<file path="config.mk">
export PLATFORM = sky130hd
export DESIGN_NAME = mem_ring_client
export DESIGN_NICKNAME = d
export VERILOG_FILES = /design/src/rtl/mem_ring_client_pkg.sv /design/src/rtl/mem_ring_client_rd_line_assembler.sv /design/src/rtl/mem_ring_client.sv
export SDC_FILE = /design/constraint.sdc
export NUM_CORES = 1
export LEC_CHECK = 0
export BUFFER_PORTS_ARGS = -buffer_cell sky130_fd_sc_hd__buf_4
export CORE_MARGIN = 5
export CORE_UTILIZATION = 50
export CTS_CLUSTER_DIAMETER = 80
export DETAILED_ROUTE_END_ITERATION = 7
export PLACE_DENSITY_LB_ADDON = 0.15
export SYNTH_ARGS = -nofsm -noshare
export SYNTH_HDL_FRONTEND = slang
export SYNTH_SLANG_ARGS = --single-unit
</file>
<file path="constraint.sdc">
create_clock -name clock -period 3.4 [get_ports clock]
set_input_delay 0.85 -clock clock [delete_from_list [all_inputs] [get_ports clock]]
set_output_delay 0.85 -clock clock [all_outputs]
set_load 0.05 [all_outputs]
</file>
<file path="src/rtl/mem_ring_client_pkg.sv">
// Shared ring encodings for the memory ring client: slot types, address-word
// field positions, the reserved memory source ID and the client FSM states.
package mem_ring_client_pkg;

  localparam logic [3:0] SLOT_NULL       = 4'd0;
  localparam logic [3:0] SLOT_TOKEN      = 4'd1;
  localparam logic [3:0] SLOT_ADDRESS    = 4'd2;
  localparam logic [3:0] SLOT_WRITE_DATA = 4'd3;

  localparam int ADDR_NULLIFY_BIT = 31;
  localparam int ADDR_READ_BIT    = 28;

  localparam logic [3:0] MEM_SOURCE_ID = 4'd0;

  typedef enum logic [1:0] {
    IDLE,
    SEND_ADDR,
    SEND_WD,
    RELEASE
  } ringState_e;

  // Bit 31 (nullify) stays clear; bit 28 flags a read.
  function automatic logic [31:0] addrWord(input logic isWrite, input logic [25:0] addr);
    logic [31:0] word;
    word                = '0;
    word[ADDR_READ_BIT] = ~isWrite;
    word[25:0]          = addr;
    return word;
  endfunction

endpackage

</file>
<file path="src/rtl/mem_ring_client_rd_line_assembler.sv">
// Collects four read-return words addressed to this node into one 128-bit line
// and pulses rsp_valid the cycle after the fourth word lands.
module rd_line_assembler
  import mem_ring_client_pkg::*;
#(
  parameter logic [3:0] CORE_ID = 4'd1
) (
  input  logic         clock,
  input  logic         reset,
  input  logic [31:0]  RDreturn,
  input  logic [3:0]   RDdest,
  input  logic         acceptEnable,
  output logic         destHit,
  output logic         lineDone,
  output logic         rsp_valid,
  output logic [127:0] rsp_data
);

  logic [1:0]        rcnt_q;
  logic [3:0][31:0]  line_q;
  logic              rspValid_q;
  logic              wordAccept;

  assign destHit    = (RDdest == CORE_ID) && (RDdest != MEM_SOURCE_ID);
  assign wordAccept = destHit && acceptEnable;
  assign lineDone   = wordAccept && (rcnt_q == 2'd3);

  always_ff @(posedge clock) begin
    if (reset) begin
      rcnt_q     <= '0;
      line_q     <= '0;
      rspValid_q <= 1'b0;
    end else begin
      rspValid_q <= lineDone;
      if (wordAccept) begin
        line_q[rcnt_q] <= RDreturn;
        rcnt_q         <= rcnt_q + 2'd1;
      end
    end
  end

  assign rsp_valid = rspValid_q;
  assign rsp_data  = line_q;

endmodule

</file>
<file path="src/rtl/mem_ring_client.sv">
// Per-core ring client: holds one line request, sends it on a token visit and
// tracks reads in flight until their return lines are assembled.
module mem_ring_client
  import mem_ring_client_pkg::*;
#(
  parameter logic [3:0] CORE_ID         = 4'd1,
  parameter int         MAX_OUTSTANDING = 4
) (
  input  logic         clock,
  input  logic         reset,
  input  logic [31:0]  RingIn,
  input  logic [3:0]   SlotTypeIn,
  input  logic [3:0]   SourceIn,
  output logic [31:0]  RingOut,
  output logic [3:0]   SlotTypeOut,
  output logic [3:0]   SourceOut,
  input  logic [31:0]  RDreturn,
  input  logic [3:0]   RDdest,
  input  logic         req_valid,
  output logic         req_ready,
  input  logic         req_write,
  input  logic [25:0]  req_addr,
  input  logic [127:0] req_wdata,
  output logic         rsp_valid,
  output logic [127:0] rsp_data,
  output logic [3:0]   outstanding,
  output logic         proto_err
);

  localparam logic [3:0] MAX_COUNT = 4'(MAX_OUTSTANDING);

  ringState_e       state_q;
  logic [1:0]       wcnt_q;
  logic             holdValid_q;
  logic             holdWrite_q;
  logic [25:0]      holdAddr_q;
  logic [3:0][31:0] holdData_q;
  logic [3:0]       outstanding_q;
  logic             protoErr_q;

  logic tokenCapture;
  logic accept;
  logic readSent;
  logic destHit;
  logic lineDone;

  assign tokenCapture = (state_q == IDLE) && (SlotTypeIn == SLOT_TOKEN) && holdValid_q;
  assign req_ready    = !reset && !holdValid_q && (req_write || (outstanding_q < MAX_COUNT));
  assign accept       = req_valid && req_ready;
  assign readSent     = (state_q == SEND_ADDR) && !holdWrite_q;

  rd_line_assembler #(
    .CORE_ID(CORE_ID)
  ) u_rd_line_assembler (
    .clock       (clock),
    .reset       (reset),
    .RDreturn    (RDreturn),
    .RDdest      (RDdest),
    .acceptEnable(outstanding_q != 4'd0),
    .destHit     (destHit),
    .lineDone    (lineDone),
    .rsp_valid   (rsp_valid),
    .rsp_data    (rsp_data)
  );

  // IDLE is a zero-latency pass-through; every other state owns the slot.
  always_comb begin
    RingOut     = '0;
    SlotTypeOut = SLOT_NULL;
    SourceOut   = '0;
    if (!reset) begin
      case (state_q)
        IDLE: begin
          if (!tokenCapture) begin
            RingOut     = RingIn;
            SlotTypeOut = SlotTypeIn;
            SourceOut   = SourceIn;
          end
        end
        SEND_ADDR: begin
          RingOut     = addrWord(holdWrite_q, holdAddr_q);
          SlotTypeOut = SLOT_ADDRESS;
          SourceOut   = CORE_ID;
        end
        SEND_WD: begin
          RingOut     = holdData_q[wcnt_q];
          SlotTypeOut = SLOT_WRITE_DATA;
          SourceOut   = CORE_ID;
        end
        RELEASE: begin
          SlotTypeOut = SLOT_TOKEN;
        end
        default: begin
          SlotTypeOut = SLOT_NULL;
        end
      endcase
    end
  end

  always_ff @(posedge clock) begin
    if (reset) begin
      state_q       <= IDLE;
      wcnt_q        <= '0;
      holdValid_q   <= 1'b0;
      holdWrite_q   <= 1'b0;
      holdAddr_q    <= '0;
      holdData_q    <= '0;
      outstanding_q <= '0;
      protoErr_q    <= 1'b0;
    end else begin
      if (accept) begin
        holdValid_q <= 1'b1;
        holdWrite_q <= req_write;
        holdAddr_q  <= req_addr;
        holdData_q  <= req_wdata;
      end
      case (state_q)
        IDLE: begin
          if (tokenCapture) state_q <= SEND_ADDR;
        end
        SEND_ADDR: begin
          wcnt_q  <= '0;
          state_q <= holdWrite_q ? SEND_WD : RELEASE;
        end
        SEND_WD: begin
          wcnt_q <= wcnt_q + 2'd1;
          if (wcnt_q == 2'd3) state_q <= RELEASE;
        end
        RELEASE: begin
          holdValid_q <= 1'b0;
          state_q     <= IDLE;
        end
        default: state_q <= IDLE;
      endcase
      if ((state_q != IDLE) && (SlotTypeIn != SLOT_NULL)) protoErr_q <= 1'b1;
      if (destHit && (outstanding_q == 4'd0)) protoErr_q <= 1'b1;
      // A read send and a completed line in the same cycle cancel out.
      case ({readSent, lineDone})
        2'b10:   outstanding_q <= outstanding_q + 4'd1;
        2'b01:   outstanding_q <= outstanding_q - 4'd1;
        default: outstanding_q <= outstanding_q;
      endcase
    end
  end

  assign outstanding = outstanding_q;
  assign proto_err   = protoErr_q;

endmodule

</file>
==> flow_summary.ini, run 1 <==
[setup_path]
crit_fanout = 20
critPathMaxStageDelay_ns = 0.65
path_cells = inv_1, ha_4, a21boi_4, a22oi_1, a21oi_1, buf_4
cp.arrival_ns = 2.48
slowest_stage = a21boi_4
cp_data_required_time_ns = 2.55
critPathKind = flip-flop to output port
critPathTopFamily = compound AO/OA/AOI/OAI gates
critPathCaptureType = output port
path_buf_inv = 2
startpoint_type = flip-flop

[die]
dieArea_sq_um = 26900
die_w_um = 164
start_util_pct = 50.7
core_area_sq_um = 23400
rows = 56
io_pins = 409
dieHeight_um = 164

[sta]
finalCritPeriodShare_pct = 98.0
max_freq_mhz = 300
drv_slew = 0
worst_slew_pin_slew_ns = 0.834
skew_ns = 0.0118
finalHoldWorstSlack_ns = 0.452
finalSetupViolCount = 0
layout_min_cycle_time_ns = 3.33
maxSlewHeadroom_pct = 44.3
finalHoldViolCount = 0
rsz0062_at_grt = yes

[power]
pwr-share-comb_pct = 20.5
p_sw_w = 0.00259
vdd_drop_max_uv = 388
switching_share_pct = 29.6
power.internal_w = 0.00617
powerDensity_nw_per_um2 = 544
power_frac_seq_pct = 42.7
p_leak_nw = 7.30
clkPwrFrac_pct = 36.8

[route]
met2_length_um = 18900
wl_met3_um = 3710
wl_met1_um = 15000
detail_route.iter0.violations = 969
first_pass_iters = 6
vias = 11500
wl_per_cell_um = 18.2
vias_per_cell = 5.33
routed_wl_um = 39200
drc_errors = 0
top_layer = met5
ant_nets = 0

[grt]
globalRouteTotalUtil_pct = 27.8
overflow = 0
grt_max_degree = 157
antenna_found_initial = 4
grt_pass1_vias = 11300
grt_pass1_wl_um = 59700

[placement]
hpwl_um = 27400
finalWeightedCongestion = 0.873
io_buffers = 408

[synthesis]
ys_warn_count = 0
ys_seq_area_share_pct = 49.9
avgSynthCellArea_sq_um = 8.14
yosysTopAreaCell = dfxtp_1
synth_cells = 1458
netlist_area_sq_um = 11900
yosysTopAreaCellShare_pct = 49.9
netlist-cell-type-count = 43
synthTopCellsByArea = dfxtp_1 (50%), nand2_1 (18%), nand3_1 (6.7%)
ys_ff_latch = 296
syn_nets = 1705

[job]
drv_cap = 0

[run_status]
outcome = completed

[clocking]
clk_pin_slew_ns = 0.06
cts_sinks = 296
cts-htree-levels = 1
clkLatencyLatePin_ns = 0.55
clock-root-buffer = clkbuf_16
cts_buffers = 29
tritoncts = yes
cts_buffer_depth = 3
cts_setup_buffers = 0
ctsHoldBuffers = 0

[finish]
area_growth_pct = 35.6
final_cell_mix = nand2_1 (570), buf_4 (430), dfxtp_1 (294), nand3_1 (160), a21oi_1 (138)
nets = 2058
drive_gt1_share_pct = 29.2
layout_commonest_cell = nand2_1
postLayoutCoreUtil_pct = 68.8

[worst_hold_path]
worstHoldPathType = flip-flop to flip-flop
[logic make-up after synthesis]
kind of cell | synth area share [%]
AND/OR/NAND/NOR | 28.0
flip-flops | 49.9
AO/OA/AOI/OAI | 9.03
buffers and inverters | 5.01
multiplexers | 6.34
adder cells (fa/ha/maj) | 1.37
XOR/XNOR | 0.295
[layout make-up]
cell class / instances / area, sq um
fillers: 2035 / 7310
flip-flops and latches: 296 / 5930
multi-input cells: 1037 / 5390
repair buffers: 439 / 3380
clock buffers: 40 / 837
well taps: 319 / 399
clock inverters: 13 / 119
inverters: 8 / 32.5
diodes: 2 / 5.00
[repair_timing]
item	CTS	global route
cloned	1	0
hold endpoints to repair	0	0
pin swaps	0	2
setup endpoints to repair	36	33
resized for setup	3	4
[cells in the mapped netlist (all sizes together)]
library cell,count
a222oi,26
nor3,2
mux4,32
or2,1
o311ai,1
xor2,3
buf,50
ha,13
o41ai,1
a21boi,1
o21ba,1
nor4,1
or3,2
o32ai,1
mux2,1
or3b,1
a21oi,138
mux2i,2
nor4b,2
inv,7
nor2b,6
and3b,1
dfxtp,296
clkinv,1
xnor2,1
clkbuf,68
a31oi,1
a22oi,6
nand3,161
nor2,44
and3,8
or4,1
nand2,570
nand3b,2
o21ai,2
a211oi,2
nand2b,2
[power by group through the flow]
| stage | sequential [W] | clock (W) | combinational (W) |
|---|---|---|---|
| CTS | 0.00373 | 0.00328 | 0.00179 |
| detailed placement | 0.00381 | 0 | 0.00172 |
| finish | 0.00374 | 0.00322 | 0.00180 |
| global route | 0.00375 | 0.00342 | 0.00191 |
| global placement | 0.00380 | 0 | 0.00169 |
| floorplan | 0.00383 | 0 | 0.00105 |
[worst paths after layout]
kind,startpoint,endpoint,slack (ns),cells past startpoint
worst max register to register,state_q[1],outstanding[2],0.64,12
worst max-delay path,state_q[1],RingOut[28],0.07,6
worst min-delay path,holdData_q[66],holdData_q[66],0.45,2
worst min register to register,holdData_q[66],holdData_q[66],0.45,2
[registers in the layout (all words and copies together) (netlist names)]
| register | cells |
|---|---|
| holdData_q | 128 |
| u_rd_line_assembler.rsp_valid | 1 |
| holdValid_q | 1 |
| holdWrite_q | 1 |
| u_rd_line_assembler.rcnt_q | 2 |
| u_rd_line_assembler.rsp_data | 128 |
| wcnt_q | 2 |
| state_q | 2 |
| holdAddr_q | 26 |
| proto_err | 1 |
| outstanding | 4 |
[routing by layer]
layer / vias to the layer above / GRT usage (%)
met3: 94 / 7.73
met2: 481 / 47.3
met4: 4 / 11.1
met5: - / 0
met1: 5331 / 33.3
li1: 5562 / -
[worst register-to-register path, cell delays in order, from the launching register on]
cell	delay, ns
dfxtp_1	0.35
inv_1	0.14
ha_1	0.16
buf_4	0.33
nor2b_1	0.22
inv_1	0.14
ha_1	0.27
xor2_1	0.17
ha_1	0.18
a21oi_1	0.15
xor2_1	0.10
or3_1	0.32
a21oi_1	0.14
[metrics by stage]
step / total power, W / std cells / TNS, ns / area (sq um) / worst slack, ns
finish: 0.00876 / 2154 / 0 / 16100 / 0.0688
global route: 0.00909 / 2154 / -0.246 / 16100 / -0.0382
CTS: 0.00880 / 2152 / 0 / 16100 / 0.0217
detailed placement: 0.00553 / 2098 / -2.68 / 15100 / -0.126
global placement: 0.00549 / 2098 / -0.00495 / 15100 / -0.00495
floorplan: 0.00488 / 1458 / 0 / 11900 / 0.156
Power figures use the tool's default switching activity.
==> run 2: changes to the inputs <==
--- a/config.mk
+++ b/config.mk
@@ -7,7 +7,8 @@
 export LEC_CHECK = 0
 export BUFFER_PORTS_ARGS = -buffer_cell sky130_fd_sc_hd__buf_4
 export CORE_MARGIN = 5
-export CORE_UTILIZATION = 50
+export CORE_UTILIZATION = 52
+export CTS_BUF_LIST = sky130_fd_sc_hd__clkbuf_8
 export CTS_CLUSTER_DIAMETER = 80
 export DETAILED_ROUTE_END_ITERATION = 7
 export PLACE_DENSITY_LB_ADDON = 0.15
==> run 2 against run 1 <==
  * Via count increased by 1.9%
  * Total power decreased by 4.2%
  * Cell count decreased by 0.56%
  * Sequential power is essentially flat
  * Utilization increased by 2.0 points
  * Critical path type unchanged
  * Clock skew is 0.025 ns higher
  * Setup slack improved by 0.087 ns
  * Register-to-register slack better by 0.06 ns
  * Combinational power hardly changed
  * Clock power down 11%
==> flow_summary.ini, run 2 (synthesis gave the netlist of run 1 again) <==
[run_status]
outcome = completed

[finish]
area_growth_pct = 34.6
multi_input_area_sq_um = 5360
nets = 2073
layout_commonest_cell = nand2_1
regArea_sq_um = 5930
postLayoutCoreUtil_pct = 70.8
drive_gt1_share_pct = 29.5
final_cell_mix = nand2_1 (570), buf_4 (428), dfxtp_1 (294), nand3_1 (160), a21oi_1 (138)
fillers = 1890
instances_no_fill = 2142

[route]
wl_per_cell_um = 18.4
first_pass_iters = 6
vias = 11700
routed_wl_um = 39400
met2_length_um = 19200
wl_met3_um = 3680
drc_errors = 0
top_layer = met5
vias_per_cell = 5.46
wl_met1_um = 14800
detail_route.iter0.violations = 997
ant_nets = 0

[clocking]
cts_sinks = 296
cts_buffer_depth = 3
clk_pin_slew_ns = 0.06
cts-resized-gates = 0
clock-root-buffer = clkbuf_8
clkLatencyLatePin_ns = 0.56
cts_buffers = 47
cts-htree-levels = 2
cts_setup_buffers = 0
tritoncts = yes
ctsHoldBuffers = 0

[grt]
grt_pass1_vias = 11400
antenna_found_initial = 2
grt_max_degree = 157
globalRouteTotalUtil_pct = 28.6
overflow = 0
grt_pass1_wl_um = 60200

[sta]
fin_ws_ns = 0.155
finalHoldViolCount = 0
maxSlewHeadroom_pct = 46.1
finalCritPeriodShare_pct = 95.4
layout_min_cycle_time_ns = 3.24
drv_slew = 0
finalHoldWorstSlack_ns = 0.449
skew_ns = 0.0370
finalSetupViolCount = 0
rsz0062_at_grt = no
worst_slew_pin_slew_ns = 0.809
finalSetupTns_ns = 0
max_freq_mhz = 308

[job]
drv_cap = 0

[setup_path]
rr_worst_depth = 7
critPathMaxStageDelay_ns = 0.66
path_common_cell = buf_4
startpoint_type = flip-flop
critPathCaptureType = output port
crit_fanout = 29
cp.arrival_ns = 2.39
path_cells = inv_1, ha_2, buf_4, a222oi_1, nor2_1, buf_4
r2r_end = outstanding[3]
rrSetupSlack_ns = 0.70
r2r-start = outstanding[0]
cp_data_required_time_ns = 2.55
critPathKind = flip-flop to output port
slowest_stage = ha_2

[placement]
dp_worst_setup_slack_ns = 0.178
place_inst = 2061
io_buffers = 408
finalWeightedCongestion = 0.888
hpwl_um = 27700

[die]
rows = 55
start_util_pct = 52.6
dieHeight_um = 161
dieArea_sq_um = 25900
die_w_um = 161
io_pins = 409
core_area_sq_um = 22600

[worst_hold_path]
min_path_cells = 2
hp-start = holdData_q[104]
worstHoldPathType = flip-flop to flip-flop
min_to = holdData_q[104]

[power]
p_leak_nw = 7.32
power_frac_seq_pct = 44.6
power.internal_w = 0.00582
clkPwrFrac_pct = 34.2
p_sw_w = 0.00256
pwr-share-comb_pct = 21.3
switching_share_pct = 30.6
powerDensity_nw_per_um2 = 525
vdd_drop_max_uv = 361
## run 2: changes by cell type in the layout (fill, tap and decap cells not counted), sizes merged, moves of 2 or more
cell and change:
clkbuf +18, inv +14, clkinv -5, buf -3, bufinv -2, clkinvlp +2
## run 2: worst max-delay path by stage
stage,start,to,slack (ns),cells past startpoint
after detailed placement,SlotTypeIn[1],RingOut[22],0.18,8
final,state_q[0],RingOut[4],0.16,6
after global placement,SlotTypeIn[1],RingOut[23],0.24,8
after floorplan,reset,SlotTypeOut[0],0.16,3
after global routing,state_q[0],RingOut[4],0.003,6
after CTS,wcnt_q[1],RingOut[22],0.02,5
## run 2: final cells by class
type / count / share of cell area (%)
Antenna cell: 1 / 0.0157
Clock buffer: 57 / 4.91
Clock inverter: 22 / 0.635
Inverter: 8 / 0.204
Multi-Input combinational cell: 1036 / 33.6
Sequential cell: 296 / 37.2
Tap cell: 285 / 2.23
Timing Repair Buffer: 437 / 21.3
## run 2: power by group through the flow
stage	clock (W)	sequential, W	combinational, W
after CTS	0.00293	0.00374	0.00178
after global routing	0.00310	0.00375	0.00191
after floorplan	0	0.00383	0.00105
after global placement	0	0.00380	0.00176
after detailed placement	0	0.00381	0.00178
final	0.00286	0.00374	0.00179
## run 2: routing by layer
| metal | GRT usage [%] | vias up |
|---|---|---|
| li1 | - | 5604 |
| met3 | 7.88 | 96 |
| met5 | 0 | - |
| met1 | 34.0 | 5448 |
| met4 | 12.8 | 2 |
| met2 | 48.7 | 542 |
## run 2: through the flow
step	power (W)	instance area, sq um
6_report	0.00839	16000
5_1_grt	0.00877	16000
4_1_cts	0.00844	15900
3_5_place_dp	0.00559	15100
3_3_place_gp	0.00556	15100
2_1_floorplan	0.00488	11900
## run 2: worst max-delay path: cells and delay by family (launching register included)
| kind | cells | cell delay [ns] |
|---|---|---|
| compound gates | 1 | 0.09 |
| fa+ha+maj | 1 | 0.66 |
| flops | 1 | 0.33 |
| simple gates | 1 | 0.11 |
| buf+inv | 3 | 0.63 |
==> run 3: changes to the inputs <==
--- a/config.mk
+++ b/config.mk
@@ -11,7 +11,7 @@
 export CTS_BUF_LIST = sky130_fd_sc_hd__clkbuf_8
 export CTS_CLUSTER_DIAMETER = 80
 export DETAILED_ROUTE_END_ITERATION = 7
-export PLACE_DENSITY_LB_ADDON = 0.15
+export PLACE_DENSITY = 0.9
 export SYNTH_ARGS = -nofsm -noshare
 export SYNTH_HDL_FRONTEND = slang
 export SYNTH_SLANG_ARGS = --single-unit
==> run 3 against run 2 <==
  * Count of clock-buffer cells in the layout unchanged
  * Register-to-register slack worse by 0.02 ns
  * Flip-flop and latch count unchanged
  * Largest power group unchanged
  * Via count up 2.8%
  * Highest routed layer is now met4
==> flow_summary.ini, run 3 (synthesis gave the netlist of run 1 again) <==
[run_status]
outcome = completed

[setup_path]
cp.arrival_ns = 2.38
startpoint_type = flip-flop
path_cells = inv_1, ha_1, a21boi_4, buf_12, a22oi_1, a21oi_1, buf_4
crit_fanout = 31
slowest_stage = dfxtp_1
critPathTopFamily = compound AO/OA/AOI/OAI gates
critPathCaptureType = output port
path_buf_inv = 3
cp_data_required_time_ns = 2.55
critPathMaxStageDelay_ns = 0.34
critPathKind = flip-flop to output port

[clocking]
clock-root-buffer = clkbuf_8
clkLatencyLatePin_ns = 0.57
cts-htree-levels = 2
ctsHoldBuffers = 0
clk_pin_slew_ns = 0.06
cts_buffer_depth = 3
tritoncts = yes
cts_sinks = 296
cts_buffers = 47

[die]
rows = 55
die_w_um = 161
core_area_sq_um = 22600
start_util_pct = 52.6
dieArea_sq_um = 25900
io_pins = 409
dieHeight_um = 161

[sta]
finalCritPeriodShare_pct = 95.0
rsz0062_at_grt = no
max_freq_mhz = 310
skew_ns = 0.0274
layout_min_cycle_time_ns = 3.23
drv_slew = 0
finalHoldViolCount = 0
finalSetupViolCount = 0
maxSlewHeadroom_pct = 44.3
worst_slew_pin_slew_ns = 0.836
finalSetupTns_ns = 0
finalHoldWorstSlack_ns = 0.452

[power]
p_leak_nw = 7.35
powerDensity_nw_per_um2 = 543
vdd_drop_max_uv = 391

[route]
detail_route.iter0.violations = 1299
vias = 12000
first_pass_iters = 6
wl_per_cell_um = 18.9
vias_per_cell = 5.60
routed_wl_um = 40500
ant_nets = 0
drc_errors = 0

[placement]
finalWeightedCongestion = 0.929
hpwl_um = 28500
place_inst = 2059
io_buffers = 408

[finish]
nets = 2071
final_cell_mix = nand2_1 (570), buf_4 (428), dfxtp_1 (293), nand3_1 (160), a21oi_1 (138)
drive_gt1_share_pct = 29.7
fillers = 1631
area_growth_pct = 35.1
postLayoutCoreUtil_pct = 71.0
instances_no_fill = 2145
layout_commonest_cell = nand2_1

[grt]
grt_pass1_wl_um = 62600
grt_pass1_vias = 11900
antenna_found_initial = 2
grt_max_degree = 157
globalRouteTotalUtil_pct = 29.7
overflow = 0

[job]
drv_cap = 0

[worst_hold_path]
worstHoldPathType = flip-flop to flip-flop
==> run 3: area by class of cell <==
class	instances	area [sq um]	share of cell area, %
timing repair buffer	435	3350	20.9
antenna	2	5.00	0.0312
inverter	8	32.5	0.203
multi-input combinational	1036	5360	33.5
clock inverter	26	204	1.27
tap	285	357	2.23
clock buffer	57	785	4.89
sequential	296	5930	37.0
==> run 3: per-layer routing <==
layer	share of wire [%]	global-route usage, %	vias up
met4	5.2	14.9	0
met5	0	0	-
met1	35	33.6	5648
met2	49	52.1	645
li1	-	-	5600
met3	9.9	7.68	125
==> run 3: path summary, 6_finish.rpt <==
check	from	to	slack, ns	cells past startpoint
worst max-delay path	state_q[0]	RingOut[28]	0.17	7
worst min-delay path	holdData_q[53]	holdData_q[53]	0.45	2
worst max register to register	outstanding[0]	outstanding[3]	0.68	7
worst min register to register	holdData_q[53]	holdData_q[53]	0.45	2
==> run 3: tightest hold or removal path, delay by kind of cell (launching register included) <==
kind / cells / cell delay [ns]
DFF: 1 / 0.30
and+or+nand+nor: 2 / 0.11
==> run 3: what timing repair did <==
item | in CTS | in global routing
setup endpoints to repair | 0 | 34
hold endpoints to repair | 0 | 0
resized for setup | 0 | 2
buffers inserted | 0 | 1
==> run 3: metrics by stage <==
step	instance area, sq um	worst slack (ns)	power [W]
floorplan	11900	0.156	0.00488
global placement	15000	0.182	0.00554
detailed placement	15000	0.142	0.00558
CTS	16000	0.0388	0.00873
global route	16000	0.0235	0.00905
finish	16000	0.170	0.00871
==> run 3: power by group <==
group	internal [W]	leakage [nW]	switching [W]
Sequential	0.00364	2.42	0.000107
Clock	0.00176	0.563	0.00141
Combinational	0.000667	4.37	0.00113
Total	0.00606	7.35	0.00264
